File: config.mk
export PLATFORM = sky130hd
export DESIGN_NAME = pwr_domain_scheduler_flat
export DESIGN_NICKNAME = d
export VERILOG_FILES = /design/src/rtl/pwr_domain_scheduler_if.sv /design/src/rtl/pwr_domain_scheduler.sv /design/src/flat_wrapper.sv
export SDC_FILE = /design/constraint.sdc
export NUM_CORES = 1
export LEC_CHECK = 0
export BUFFER_PORTS_ARGS = -buffer_cell sky130_fd_sc_hd__buf_2
export CAP_MARGIN = 30
export CORE_AREA = 2 2 92 94
export DETAILED_ROUTE_END_ITERATION = 12
export DIE_AREA = 0 0 94 96
export GPL_ROUTABILITY_DRIVEN = 0
export PLACE_DENSITY = 0.7
export SETUP_SLACK_MARGIN = 0.3
export SLEW_MARGIN = 30
export SYNTH_ARGS = -nofsm -noshare
export SYNTH_HDL_FRONTEND = slang
export SYNTH_SLANG_ARGS = --single-unit
File: constraint.sdc
create_clock -name clk -period 2.5 [get_ports clk]
set_input_delay 0.125 -clock clk [delete_from_list [all_inputs] [get_ports clk]]
set_output_delay 0.125 -clock clk [all_outputs]
set_load 0.005 [all_outputs]
File: src/rtl/pwr_domain_scheduler_if.sv
// Handshake/status bundle between the power-domain scheduler and its
// environment (supply sequencer, domain switches, safety manager).
//   master : environment side, drives requests, power-good and config
//   slave  : scheduler side, drives enables, status and safe-state request
interface pwr_domain_scheduler_if #(
   parameter int N_DOM = 4,
   parameter int CNT_W = 16
);
   logic                sched_en;
   logic                vdd_fault;
   logic                fault_clr;
   logic [N_DOM-1:0]    dom_req;
   logic [N_DOM-1:0]    dom_pgood;
   logic [CNT_W-1:0]    timeout_cycles;
   logic [CNT_W-1:0]    settle_cycles;
   logic [N_DOM-1:0]    dom_en;
   logic [N_DOM-1:0]    dom_active;
   logic [N_DOM-1:0]    dom_fault;
   logic                safe_state_req;
   logic                busy;
   logic [2:0]          fsm_state;

   modport master (
      output sched_en, vdd_fault, fault_clr, dom_req, dom_pgood,
             timeout_cycles, settle_cycles,
      input  dom_en, dom_active, dom_fault, safe_state_req, busy, fsm_state
   );

   modport slave (
      input  sched_en, vdd_fault, fault_clr, dom_req, dom_pgood,
             timeout_cycles, settle_cycles,
      output dom_en, dom_active, dom_fault, safe_state_req, busy, fsm_state
   );
endinterface

File: src/rtl/pwr_domain_scheduler.sv
// Power-domain scheduler: grants one switchable domain at a time on a shared
// inrush-limited rail, waits for its power-good with timeout/retry/settle,
// tracks sticky per-domain faults and requests safe state on rail fault or
// on brownout of an already active domain.
//
// Build option: define PWR_SCHED_FIXED_PRIO_EN for fixed priority arbitration
// (lowest index wins, no round-robin pointer). Default is round-robin.
//
// state     | meaning
// ----------+---------------------------------------------------------
// IDLE      | waiting for an eligible request, at most one grant per visit
// RAMP      | switch of granted domain on, waiting for its power-good
// SETTLE    | power-good seen, must hold settle_cycles before active
// RETRY_OFF | one-cycle switch-off between failed ramp and next attempt
// SAFE      | rail fault or brownout; no grants until fault_clr
module pwr_domain_scheduler #(
   parameter int N_DOM     = 4,
   parameter int CNT_W     = 16,
   parameter int MAX_RETRY = 2
) (
   input logic                    clk,
   input logic                    reset,
   pwr_domain_scheduler_if.slave  bus
);

   typedef enum logic [2:0] {
      IDLE      = 3'd0,
      RAMP      = 3'd1,
      SETTLE    = 3'd2,
      RETRY_OFF = 3'd3,
      SAFE      = 3'd4
   } state_t;

   localparam int                IDX_W   = $clog2(N_DOM);
   localparam int                RTY_W   = $clog2(MAX_RETRY + 2);
   localparam logic [RTY_W-1:0]  RTY_MAX = RTY_W'(MAX_RETRY);
   localparam logic [IDX_W:0]    N_DOM_W = (IDX_W + 1)'(N_DOM);
   localparam logic [IDX_W-1:0]  LAST_IX = IDX_W'(N_DOM - 1);

   state_t              state_q, state_d;
   logic [IDX_W-1:0]    g_q, g_d;
   logic [CNT_W-1:0]    cnt_q, cnt_d;
   logic [CNT_W-1:0]    tmo_q, tmo_d;
   logic [CNT_W-1:0]    stl_q, stl_d;
   logic [RTY_W-1:0]    retry_q, retry_d;
   logic [N_DOM-1:0]    en_q, en_d;
   logic [N_DOM-1:0]    act_q, act_d;
   logic [N_DOM-1:0]    flt_q, flt_d;
   logic                safe_q, safe_d;
   logic                busy_q, busy_d;
`ifndef PWR_SCHED_FIXED_PRIO_EN
   logic [IDX_W-1:0]    ptr_q, ptr_d;
   logic [IDX_W:0]      cand_sum;
`endif

   logic [N_DOM-1:0]    eligible;
   logic [N_DOM-1:0]    drop;
   logic [N_DOM-1:0]    brown;
   logic                pick_vld;
   logic [IDX_W-1:0]    pick_idx;
   logic [IDX_W-1:0]    cand;
   logic                fail_s;

   assign eligible = bus.dom_req & ~en_q & ~flt_q;
   assign drop     = en_q & ~bus.dom_req;
   assign brown    = act_q & ~bus.dom_pgood;

   // Arbiter: scan candidates from highest to lowest rank so the best one is
   // assigned last (rank 0 is ptr_q in round-robin, index 0 in fixed mode).
   always_comb begin
      pick_vld = 1'b0;
      pick_idx = '0;
      cand     = '0;
`ifndef PWR_SCHED_FIXED_PRIO_EN
      cand_sum = '0;
`endif
      for (int k = N_DOM - 1; k >= 0; k--) begin
`ifdef PWR_SCHED_FIXED_PRIO_EN
         cand = IDX_W'(k);
`else
         cand_sum = {1'b0, ptr_q} + (IDX_W + 1)'(k);
         if (cand_sum >= N_DOM_W) begin
            cand_sum = cand_sum - N_DOM_W;
         end
         cand = cand_sum[IDX_W-1:0];
`endif
         if (eligible[cand]) begin
            pick_vld = 1'b1;
            pick_idx = cand;
         end
      end
   end

   // Next-state logic in priority order: rail fault, brownout, SAFE exit,
   // then request drops, grant progress and new grants.
   always_comb begin
      state_d = state_q;
      g_d     = g_q;
      cnt_d   = cnt_q;
      tmo_d   = tmo_q;
      stl_d   = stl_q;
      retry_d = retry_q;
      en_d    = en_q;
      act_d   = act_q;
      flt_d   = flt_q;
      fail_s  = 1'b0;
`ifndef PWR_SCHED_FIXED_PRIO_EN
      ptr_d   = ptr_q;
`endif
      if (bus.vdd_fault) begin
         state_d = SAFE;
         en_d    = '0;
         act_d   = '0;
      end else if (brown != '0) begin
         en_d  = en_q & ~brown;
         act_d = act_q & ~brown;
         if (state_q != SAFE) begin
            en_d  = en_d & ~drop;
            act_d = act_d & ~drop;
            if (bus.fault_clr) begin
               flt_d = '0;
            end
         end
         flt_d   = flt_d | brown;
         state_d = SAFE;
      end else if (state_q == SAFE) begin
         if (bus.fault_clr) begin
            flt_d   = '0;
            state_d = IDLE;
         end
      end else begin
         en_d  = en_q & ~drop;
         act_d = act_q & ~drop;
         if (bus.fault_clr) begin
            flt_d = '0;
         end
         case (state_q)
            IDLE: begin
               if (bus.sched_en && pick_vld) begin
                  g_d            = pick_idx;
                  en_d[pick_idx] = 1'b1;
                  cnt_d          = '0;
                  retry_d        = '0;
                  tmo_d          = bus.timeout_cycles;
                  stl_d          = bus.settle_cycles;
                  state_d        = RAMP;
`ifndef PWR_SCHED_FIXED_PRIO_EN
                  ptr_d          = (pick_idx == LAST_IX) ? '0 : pick_idx + 1'b1;
`endif
               end
            end
            RAMP: begin
               if (!bus.dom_req[g_q]) begin
                  state_d = IDLE;
               end else if (bus.dom_pgood[g_q]) begin
                  cnt_d   = '0;
                  state_d = SETTLE;
               end else if (cnt_q == tmo_q) begin
                  fail_s = 1'b1;
               end else begin
                  cnt_d = (cnt_q == '1) ? cnt_q : cnt_q + 1'b1;
               end
            end
            SETTLE: begin
               if (!bus.dom_req[g_q]) begin
                  state_d = IDLE;
               end else if (!bus.dom_pgood[g_q]) begin
                  fail_s = 1'b1;
               end else if (cnt_q == stl_q) begin
                  act_d[g_q] = 1'b1;
                  state_d    = IDLE;
               end else begin
                  cnt_d = (cnt_q == '1) ? cnt_q : cnt_q + 1'b1;
               end
            end
            RETRY_OFF: begin
               if (!bus.dom_req[g_q]) begin
                  state_d = IDLE;
               end else begin
                  en_d[g_q] = 1'b1;
                  cnt_d     = '0;
                  state_d   = RAMP;
               end
            end
            default: begin
               state_d = SAFE;
               en_d    = '0;
               act_d   = '0;
            end
         endcase
         if (fail_s) begin
            en_d[g_q] = 1'b0;
            if (retry_q < RTY_MAX) begin
               retry_d = retry_q + 1'b1;
               state_d = RETRY_OFF;
            end else begin
               flt_d[g_q] = 1'b1;
               state_d    = IDLE;
            end
         end
      end
      safe_d = (state_d == SAFE);
      busy_d = (state_d == RAMP) || (state_d == SETTLE) || (state_d == RETRY_OFF);
   end

   // State and output registers, synchronous reset.
   always_ff @(posedge clk) begin
      if (reset) begin
         state_q <= IDLE;
         g_q     <= '0;
         cnt_q   <= '0;
         tmo_q   <= '0;
         stl_q   <= '0;
         retry_q <= '0;
         en_q    <= '0;
         act_q   <= '0;
         flt_q   <= '0;
         safe_q  <= 1'b0;
         busy_q  <= 1'b0;
`ifndef PWR_SCHED_FIXED_PRIO_EN
         ptr_q   <= '0;
`endif
      end else begin
         state_q <= state_d;
         g_q     <= g_d;
         cnt_q   <= cnt_d;
         tmo_q   <= tmo_d;
         stl_q   <= stl_d;
         retry_q <= retry_d;
         en_q    <= en_d;
         act_q   <= act_d;
         flt_q   <= flt_d;
         safe_q  <= safe_d;
         busy_q  <= busy_d;
`ifndef PWR_SCHED_FIXED_PRIO_EN
         ptr_q   <= ptr_d;
`endif
      end
   end

   assign bus.dom_en         = en_q;
   assign bus.dom_active     = act_q;
   assign bus.dom_fault      = flt_q;
   assign bus.safe_state_req = safe_q;
   assign bus.busy           = busy_q;
   assign bus.fsm_state      = state_q;

endmodule

File: src/flat_wrapper.sv
// flat-port wrapper written by rule: the top's interface ports become plain ports
module pwr_domain_scheduler_flat 
#(
   parameter int N_DOM     = 4,
   parameter int CNT_W     = 16,
   parameter int MAX_RETRY = 2
)
  (clk, reset, bus_sched_en, bus_vdd_fault, bus_fault_clr, bus_dom_req, bus_dom_pgood, bus_timeout_cycles, bus_settle_cycles, bus_dom_en, bus_dom_active, bus_dom_fault, bus_safe_state_req, bus_busy, bus_fsm_state);
  pwr_domain_scheduler_if #(.N_DOM(N_DOM), .CNT_W(CNT_W)) bus_i ();
  input logic clk;
  input logic reset;
  input wire logic [$bits(bus_i.sched_en)-1:0] bus_sched_en;
  input wire logic [$bits(bus_i.vdd_fault)-1:0] bus_vdd_fault;
  input wire logic [$bits(bus_i.fault_clr)-1:0] bus_fault_clr;
  input wire logic [$bits(bus_i.dom_req)-1:0] bus_dom_req;
  input wire logic [$bits(bus_i.dom_pgood)-1:0] bus_dom_pgood;
  input wire logic [$bits(bus_i.timeout_cycles)-1:0] bus_timeout_cycles;
  input wire logic [$bits(bus_i.settle_cycles)-1:0] bus_settle_cycles;
  output wire logic [$bits(bus_i.dom_en)-1:0] bus_dom_en;
  output wire logic [$bits(bus_i.dom_active)-1:0] bus_dom_active;
  output wire logic [$bits(bus_i.dom_fault)-1:0] bus_dom_fault;
  output wire logic [$bits(bus_i.safe_state_req)-1:0] bus_safe_state_req;
  output wire logic [$bits(bus_i.busy)-1:0] bus_busy;
  output wire logic [$bits(bus_i.fsm_state)-1:0] bus_fsm_state;
  assign bus_i.sched_en = bus_sched_en;
  assign bus_i.vdd_fault = bus_vdd_fault;
  assign bus_i.fault_clr = bus_fault_clr;
  assign bus_i.dom_req = bus_dom_req;
  assign bus_i.dom_pgood = bus_dom_pgood;
  assign bus_i.timeout_cycles = bus_timeout_cycles;
  assign bus_i.settle_cycles = bus_settle_cycles;
  assign bus_dom_en = bus_i.dom_en;
  assign bus_dom_active = bus_i.dom_active;
  assign bus_dom_fault = bus_i.dom_fault;
  assign bus_safe_state_req = bus_i.safe_state_req;
  assign bus_busy = bus_i.busy;
  assign bus_fsm_state = bus_i.fsm_state;
  pwr_domain_scheduler #(.N_DOM(N_DOM), .CNT_W(CNT_W), .MAX_RETRY(MAX_RETRY)) u_core (.clk(clk), .reset(reset), .bus(bus_i));
endmodule
==> results of run 1 <==
[timing repair]
item,4_1_cts,5_1_grt
setup buffers,2,2
resized for setup,12,54
endpoints found under the hold margin,8,1
hold buffers,8,1
endpoints found under the setup margin,27,67
cloned,0,2
pin swaps,0,16
[kinds of logic (layout without fill, tap and decap cells)]
group / Yosys count / after routing
xor+xnor: 32 / 32
flops: 71 / 71
simple gates: 206 / 206
mux: 6 / 6
fa+ha+maj: 5 / 5
compound gates: 128 / 128
buf+inv: 42 / 142
[sequential cells by signal (all words and copies together) (netlist names)]
register	count
u_core.bus.fsm_state	3
u_core.bus.safe_state_req	1
u_core.bus.dom_en	4
u_core.stl_q	16
u_core.ptr_q	2
u_core.g_q	2
u_core.bus.dom_fault	4
u_core.bus.dom_active	4
u_core.cnt_q	16
u_core.tmo_q	16
u_core.retry_q	2
u_core.bus.busy	1
[cell usage in the layout (no fill, tap or decap), types with 11 or more instances in the layout]
master,count
dfxtp_1,60
nor2b_1,13
a21oi_1,62
nor2_1,15
xor2_1,27
nand2_1,92
buf_2,61
buf_4,40
o21ai_0,11
[power groups by stage]
stage,registers (mW),logic (mW),clock network [mW]
floorplan,1.20,0.180,0
global placement,1.21,0.287,0
detailed placement,1.21,0.292,0
CTS,1.18,0.316,0.941
global route,1.19,0.394,0.988
finish,1.18,0.359,0.938
[final cells by class]
| cell class | count | area (µm²) | area share (%) |
|---|---|---|---|
| well taps | 105 | 131.4 | 2.533 |
| multi-input cells | 377 | 2562 | 49.41 |
| clock buffers | 9 | 123.9 | 2.388 |
| repair buffers | 116 | 817.0 | 15.75 |
| clock inverters | 7 | 73.82 | 1.423 |
| flip-flops and latches | 71 | 1440 | 27.77 |
| inverters | 10 | 37.54 | 0.7238 |
[synth_stat cells, types with 3 or more instances]
cell and number:
o21ai_0 13, o21a_1 3, and2_1 4, inv_1 10, or4_1 10, mux2i_1 3, nand2b_1 10, buf_6 3
a32oi_1 3, o22ai_1 3, dfxtp_1 71, o31ai_1 10, a221o_1 5, nand2_1 93, a21o_1 4, a21oi_1 67
nor2_1 16, and3_1 11, xnor2_1 4, buf_2 4, xor2_1 28, ha_1 5, nand4_1 7, or3_1 3
clkbuf_1 24, nand3_1 12, nor4_1 12, nor2b_1 14, nor3b_1 4
[through the flow]
stage,setup TNS (ps),setup WS (ps)
2_1_floorplan,0,19.90
3_3_place_gp,0,74.82
3_5_place_dp,0,2.820
4_1_cts,-5.513,-5.513
5_1_grt,-406.4,-62.26
6_report,-21.82,-17.96
[worst reg2reg max path: stages (launching register included)]
cell and delay [ps]:
dfxtp_1 320, nor2b_1 140, or4_4 540, or3_4 350, a221o_1 320, buf_12 170, or4_1 470, a21oi_1 140
[layer usage]
layer / share of wire (%) / track usage (%) / up-vias / wire length (µm)
met5: 0 / 0 / - / 0
met2: 45 / 38.51 / 207 / 5188
met1: 44 / 35.78 / 1862 / 5116
li1: - / - / 1939 / -
met3: 8.3 / 4.620 / 25 / 953
met4: 2.2 / 9.179 / 0 / 249
[final timing paths]
kind / start / to
max: u_core.bus.dom_active[3] / u_core.cnt_q[4]
min: bus_settle_cycles[7] / u_core.stl_q[7]
max reg2reg: u_core.bus.dom_active[3] / u_core.cnt_q[4]
min reg2reg: u_core.stl_q[7] / u_core.stl_q[7]
==> out/results.tsv, run 1 <==
metric	value	unit
status	complete, but fails checks	
violations	negative hold slack, negative setup slack	
clkTransAtPathRegs	90	ps
timing.final.ws_setup	-17.96	ps
r2r_slack	-20	ps
finalHoldViolCount	1	
yosys-top-cells-area	dfxtp_1, nand2_1, a21oi_1	
syn_area_per_cell	7.926	µm²
hold_ws	-0.8376	ps
arrival	2800	ps
drv_cap	0	
dpl-instance-area	0.004528	mm²
vias_per_cell	5.803	
fin_crit_sh	100.7	%
grt-ovfl-total	0	
antenna_found_initial	0	
drt_drc_violations_left	0	
cp_data_required_time	2780	ps
end_kind	register	
hold_depth	3	
drt_wl_total	11510	µm
postLayoutCellArea	0.005186	mm²
max_freq	397.1	MHz
setup_viol	2	
rsz0062_at_grt	true	
die-area	0.009024	mm²
ys.flop_type	dfxtp_1	
slowest_stage	or4_4	
synth_top_family_by_area	simple AND/OR/NAND/NOR gates	
crit_fanout	17	
first_iter_violations	350	
post_drt_wl_per_cell	16.56	µm
switching_share	28.23	%
hold_class	in -> reg	
grt_first_pass_wirelength	17730	µm
power_switching	700.0	µW
cp_num_buf_inv	1	
synth-compound-area-share	20.62	%
grt_max_degree	38	
area_growth	33.54	%
n_antenna_cell	0	
drtPass1Iterations	5	
port_buffers	61	
dieHeight	96	µm
finClkSkew	15.02	ps
ys_seq_area_share	36.60	%
relSlewSlack	60.60	%
vdd_ir_drop_max	304.7	µV
clock-sinks	71	
rr_worst_depth	7	
drive_above_1_share	31.36	%
clkPwrFrac	37.8	%
drv_slew	0	
synthAdderAreaFrac	1.611	%
core_area	0.008051	mm²
cts_tree	yes	
syn_area	0.003884	mm²
fin_crit	2518	ps
dp.cells	664	
grt_pass1_vias	3658	
synthesis.nets	540	
internal-power	1.780	mW
power	2.480	mW
numCtsBuffers	9	
cpPeakStageDelay	540	ps
synth.top_cell.area_share	36.60	%
fp.dieW	94	µm
final_util	64.41	%
power.leakage	2.161	nW
synthMuxAreaShare	2.223	%
synth_area_leader_cell	dfxtp_1	
via_count	4033	
ys_seq_elements	71	
yosys_warnings	0	
synthSimpleGateAreaFrac	26.97	%
num_rows	33	
clockRootBuffer	clkbuf_8	
ios	62	
synthArstFlopShare	0	%
synthCells	490	
worst_pin_slew	585.7	ps
layout.nets	635	
path_class	reg -> reg	
layout.cells.non_filler	695	
pwr_density_cell	478.1	mW/mm²
path_depth	7	
nFillCells	684	
worstPathCellList	nor2b_1 > or4_4 > or3_4 > a221o_1 > buf_12 > or4_1 > a21oi_1	
clk_path_buf_depth	2	
critPathTopFamily	simple AND/OR/NAND/NOR gates	
seqPwrFrac	47.7	%
synth_edf_count	0	
htreeDepth	3	
start_util	48.24	%
clk_latency	360	ps
pwr-share-comb	14.5	%
postRouteAntennaNets	0	
dpl.hpwl	7835	µm
synth_cell_types	55	
gr-usage-all-layers	25.25	%
synth_xor_area_share	7.216	%
start_kind	register	
Note: power is estimated with default switching activity, not from simulation.
==> run 2: changes to the inputs <==
CORE_AREA = 2 2 96 89   (was 2 2 92 94)
DIE_AREA = 0 0 98 91   (was 0 0 94 96)
PLACE_DENSITY = 0.71   (was 0.7)
SETUP_SLACK_MARGIN = not set   (was 0.3)
==> run 2 against run 1 <==
- global-route usage is 0.56 points lower
- the run ends with negative hold slack left
- sequential power hardly changed
- via count is 2.5% lower
- core utilization is 1.4 points lower
==> out/results.tsv, run 2 (synthesized netlist as in run 1, its figures left out) <==
metric	value	unit	change
status	complete, but fails checks		
violations	negative hold slack		
dpl.hpwl	7827	µm	-0.11%
end_kind	register		
cts_tree	yes		
drtPass1Iterations	5		unchanged
finClkSkew	12.76	ps	-2.259 ps
drv_slew	0		unchanged
htreeDepth	3		unchanged
slowest_stage	or4_4		
clkTransAtPathRegs	90	ps	about the same
cpPeakStageDelay	510	ps	-30 ps
relSlewSlack	72.29	%	+12 points
layout.nets	638		+0.47%
max_freq	400.1	MHz	+0.75%
arrival	2790	ps	about the same
path_class	reg -> reg		
setup_viol	0		-2
worst_pin_slew	405.1	ps	-180.5 ps
vias_per_cell	5.681		-2.1%
via_count	3931		-2.5%
postRouteAntennaNets	0		unchanged
drive_above_1_share	26.14	%	-5.2 points
reg_top3	u_core.cnt_q x16, u_core.stl_q x16, u_core.tmo_q x16		
num_rows	31		-6.1%
worstPathCellList	nor2b_1 > or4_4 > or3_4 > a221o_1 > buf_12 > or4_4 > a21oi_2		
antenna_found_initial	0		unchanged
hold_ws	-2.405	ps	-1.568 ps
ios	62		unchanged
path_common_cell	or4_4		
dieHeight	91	µm	-5.2%
core_area	0.007874	mm²	-2.2%
port_buffers	61		unchanged
drt_wl_total	11030	µm	-4.1%
area_growth	27.77	%	
gr-usage-all-layers	24.70	%	-0.56 points
fin_crit	2499	ps	-18.78 ps
clk_path_buf_depth	2		unchanged
grt_first_pass_wirelength	17820	µm	+0.50%
start_kind	register		
first_iter_violations	280		-20%
die-area	0.008918	mm²	-1.2%
hold_class	in -> reg		
rsz0062_at_grt	true		
drv_cap	0		unchanged
grt_pass1_vias	3629		-0.79%
rr_worst_depth	7		unchanged
grt-ovfl-total	0		unchanged
post_drt_wl_per_cell	15.94	µm	-3.7%
drt_drc_violations_left	0		unchanged
fp.dieW	98	µm	+4.3%
crit_fanout	17		unchanged
hold_depth	3		unchanged
pwr_density_cell	498.2	mW/mm²	+4.2%
layout_commonest_cell	nand2_1		
power.leakage	2.129	nW	-1.5%
clock-sinks	71		unchanged
fin_crit_sh	99.97	%	-0.75 points
clockRootBuffer	clkbuf_8		
clk_latency	360	ps	about the same
finalHoldViolCount	1		unchanged
vdd_ir_drop_max	401.4	µV	+32%
power	2.472	mW	-0.31%
numCtsBuffers	9		unchanged
n_antenna_cell	0		unchanged
start_util	49.32	%	+1.1 points
cp_data_required_time	2790	ps	about the same
grt_max_degree	39		+2.6%
final_cell_mix	nand2_1, a21oi_1, buf_2, dfxtp_1, buf_4		
==> run 2: cell types whose count changed in the layout (fill, tap and decap cells not counted), sizes merged <==
cell,before,now
buf,105,104
clkbuf,11,10
clkinvlp,4,2
dlygate4sd3,9,14
inv,10,12
==> run 2: stage by stage <==
stage	setup slack (ps)	utilization, %	setup TNS (ps)	instances	instance area [µm²]
after global routing	-60.97	63.02	-463.2	692	4962
after global placement	30.83	57.14	0	658	4499
final	0.8171	63.02	0	692	4962
after floorplan	-4.054	-	-4.054	490	3892
after CTS	-15.31	61.78	-15.31	690	4865
after detailed placement	-39.51	57.14	-71.80	658	4499
==> run 2: metal layers <==
| layer | GRT usage (%) | vias to the layer above | wire length [µm] |
|---|---|---|---|
| met5 | 0 | - | 0 |
| met4 | 6.944 | 0 | 114 |
| met3 | 7.621 | 17 | 854 |
| met2 | 35.73 | 151 | 4792 |
| met1 | 35.41 | 1820 | 5270 |
| li1 | - | 1943 | - |
==> run 2: path summary, 6_finish.rpt <==
path,slack (ps),end,from
worst max register to register,0.8,u_core.cnt_q[5],u_core.bus.dom_active[0]
worst min-delay path,-2,u_core.stl_q[6],bus_settle_cycles[6]
worst min register to register,480,u_core.tmo_q[13],u_core.tmo_q[13]
worst max-delay path,0.8,u_core.cnt_q[5],u_core.bus.dom_active[0]
==> run 2: layout make-up <==
type,count,area (µm²)
fillers,670,2912
multi-input cells,377,2345
flip-flops and latches,71,1434
repair buffers,119,818.3
clock buffers,9,123.9
well taps,99,123.9
clock inverters,7,80.08
inverters,10,37.54
==> run 2: repair_timing <==
item,4_1_cts,5_1_grt
gates resized for setup,2,19
hold endpoints to repair,14,0
endpoints found under the setup margin,6,17
pin swaps,5,4
cloned,0,1
hold buffers,14,0
setup buffers,2,1
==> run 2: worst max-delay path, delay by kind of cell (launching register included) <==
family | cells | cell delay, ps
DFF | 1 | 330
AOI/OAI and AO/OA | 2 | 430
and+or+nand+nor | 4 | 1500
buffers and inverters | 1 | 170
==> run 2: power breakdown <==
| part | switching (mW) | internal [mW] |
|---|---|---|
| clock | 0.487 | 0.471 |
| sequential | 0.0243 | 1.16 |
| combinational | 0.181 | 0.151 |
==> run 3: changes to the inputs <==
CELL_PAD_IN_SITES_DETAIL_PLACEMENT = 1   (was not set)
CELL_PAD_IN_SITES_GLOBAL_PLACEMENT = 1   (was not set)
CORE_AREA = 2 2 110 101   (was 2 2 96 89)
DIE_AREA = 0 0 112 103   (was 0 0 98 91)
PLACE_DENSITY = 0.73   (was 0.71)
==> run 3 against run 2 <==
- the flow finishes with violations (negative setup slack)
- clock-buffer cell count up 1
- cell count increased by 4.5%
- sequential share of layout area is 1.2 points lower
- sequential power is essentially flat
- clock skew decreased by 5.9 ps
- global-route usage decreased by 1.1 points
- highest routed layer unchanged
==> out/results.tsv, run 3 (synthesized netlist as in run 1, its figures left out) <==
metric	value	unit	change
status	complete, but fails checks		
violations	negative setup slack		
cp_data_required_time	2730	ps	-60 ps
finalHoldViolCount	0		-1
via_count	4075		+3.7%
antenna_found_initial	0		unchanged
drt_wl_total	13730	µm	+24%
pwr_density_cell	591.1	mW/mm²	+19%
dp.cells	703		+6.8%
finClkSkew	6.905	ps	-5.853 ps
clk_latency	350	ps	about the same
timing.final.ws_setup	-63.41	ps	-64.23 ps
grt_pass1_vias	3978		+9.6%
reg_top3	u_core.cnt_q x16, u_core.stl_q x16, u_core.tmo_q x16		
relSlewSlack	70.21	%	-2.1 points
critPathLaunch	u_core.g_q[0]		
hold_class	in -> reg		
regToRegStartpoint	u_core.g_q[0]		
worst_pin_slew	435.6	ps	+30.50 ps
clk_path_buf_depth	2		unchanged
clkTransAtPathRegs	60	ps	-30 ps
hold_path_startpoint	bus_timeout_cycles[11]		
grt-ovfl-total	0		unchanged
dpl-instance-area	0.004624	mm²	+2.8%
dpl.hpwl	9659	µm	+23%
vdd_ir_drop_max	404.6	µV	+0.78%
core_area	0.01054	mm²	+34%
area_growth	32.54	%	
grt_first_pass_wirelength	21150	µm	+19%
clock-sinks	71		unchanged
numCtsBuffers	9		unchanged
drtPass1Iterations	5		unchanged
dieHeight	103	µm	+13%
dp_slack	-44.82	ps	-5.312 ps
first_iter_violations	220		-21%
power	3.042	mW	+23%
fin_crit	2563	ps	+64.23 ps
arrival	2790	ps	about the same
n_antenna_cell	0		unchanged
start_kind	register		
power.leakage	2.218	nW	+4.2%
htreeDepth	3		unchanged
grt_max_degree	41		+5.1%
num_rows	36		+16%
drt_drc_violations_left	0		unchanged
vias_per_cell	5.636		-0.78%
die-area	0.01154	mm²	+29%
fp.dieW	112	µm	+14%
layout.nets	635		-0.47%
ios	62		unchanged
layout.cells.non_filler	723		+4.5%
drv_cap	0		unchanged
post_drt_wl_per_cell	18.99	µm	+19%
rr_worst_depth	9		+2
fin_crit_sh	102.5	%	+2.6 points
gr-usage-all-layers	23.55	%	-1.1 points
setup_viol	15		+15
clockRootBuffer	clkbuf_16		
postLayoutCellArea	0.005147	mm²	+3.7%
postRouteAntennaNets	0		unchanged
max_freq	390.1	MHz	-2.5%
layout_commonest_cell	nand2_1		
slowest_stage	mux4_2		
final_cell_mix	nand2_1, dfxtp_1, a21oi_1		
cts_tree	yes		
path_class	reg -> reg		
cpPeakStageDelay	550	ps	+40 ps
r2r_end	u_core.cnt_q[1]		
end_kind	register		
rsz0062_at_grt	true		
drv_slew	0		unchanged
nFillCells	1294		+93%
drive_above_1_share	28.47	%	+2.3 points
start_util	36.85	%	-12 points
crit_fanout	15		-2
r2r_slack	-60	ps	-60 ps
endpoint	u_core.cnt_q[1]		
worstPathCellList	mux4_2 > mux2i_1 > and2_1 > a41oi_2 > a221o_1 > buf_12 > o21ai_0 > buf_4 > a21oi_1		
port_buffers	61		unchanged
tns	-570.6	ps	-570.6 ps
-- run 3: worst min-delay path by stage --
stage / end / slack, ps / cells after the start
CTS: u_core.tmo_q[11] / 7 / 3
global route: u_core.stl_q[14] / 20 / 3
global placement: u_core.tmo_q[4] / 370 / 3
detailed placement: u_core.stl_q[6] / 370 / 3
finish: u_core.tmo_q[11] / 10 / 3
floorplan: u_core.stl_q[0] / 260 / 2
-- run 3: worst max-delay path: cells and delay by family (launching register included) --
kind | cells | cell delay [ps]
buf+inv | 2 | 420
simple gates | 1 | 160
mux | 2 | 720
flops | 1 | 340
compound gates | 4 | 810
-- run 3: through the flow --
stage / util (%) / hold WS [ps]
after floorplan: - / 261.0
after global placement: 43.87 / 365.5
after detailed placement: 43.87 / 374.6
after CTS: 47.38 / 7.363
after global routing: 48.84 / 23.16
final: 48.84 / 12.76
-- run 3: layer usage --
layer,track usage (%),part of all wire (%),vias to the layer above
met3,4.174,5.6,20
met2,39.02,47,121
li1,-,-,1940
met5,0,0,-
met1,31.53,46,1994
met4,7.786,1.6,0
-- run 3: final cells by class --
type	count	area (µm²)	share of cell area, %
clock buffers	10	229.0	4.448
inverters	10	37.54	0.7292
well taps	133	166.4	3.233
repair buffers	116	764.5	14.85
flip-flops and latches	71	1426	27.71
clock inverters	6	116.4	2.261
multi-input cells	377	2407	46.77
-- run 3: what timing repair did --
item,in CTS,in global routing
gates cloned,0,2
pin swaps,0,6
resized for setup,4,27
endpoints found under the hold margin,0,0
buffers inserted,0,2
endpoints found under the setup margin,9,22
hold buffers,0,0
-- run 3: power by group --
group | internal (mW) | total [mW] | switching, mW | leakage, nW
clock network | 0.982 | 1.52 | 0.536 | 0.167
registers | 1.16 | 1.19 | 0.0258 | 0.577
logic | 0.143 | 0.339 | 0.197 | 1.47
total | 2.28 | 3.04 | 0.758 | 2.22
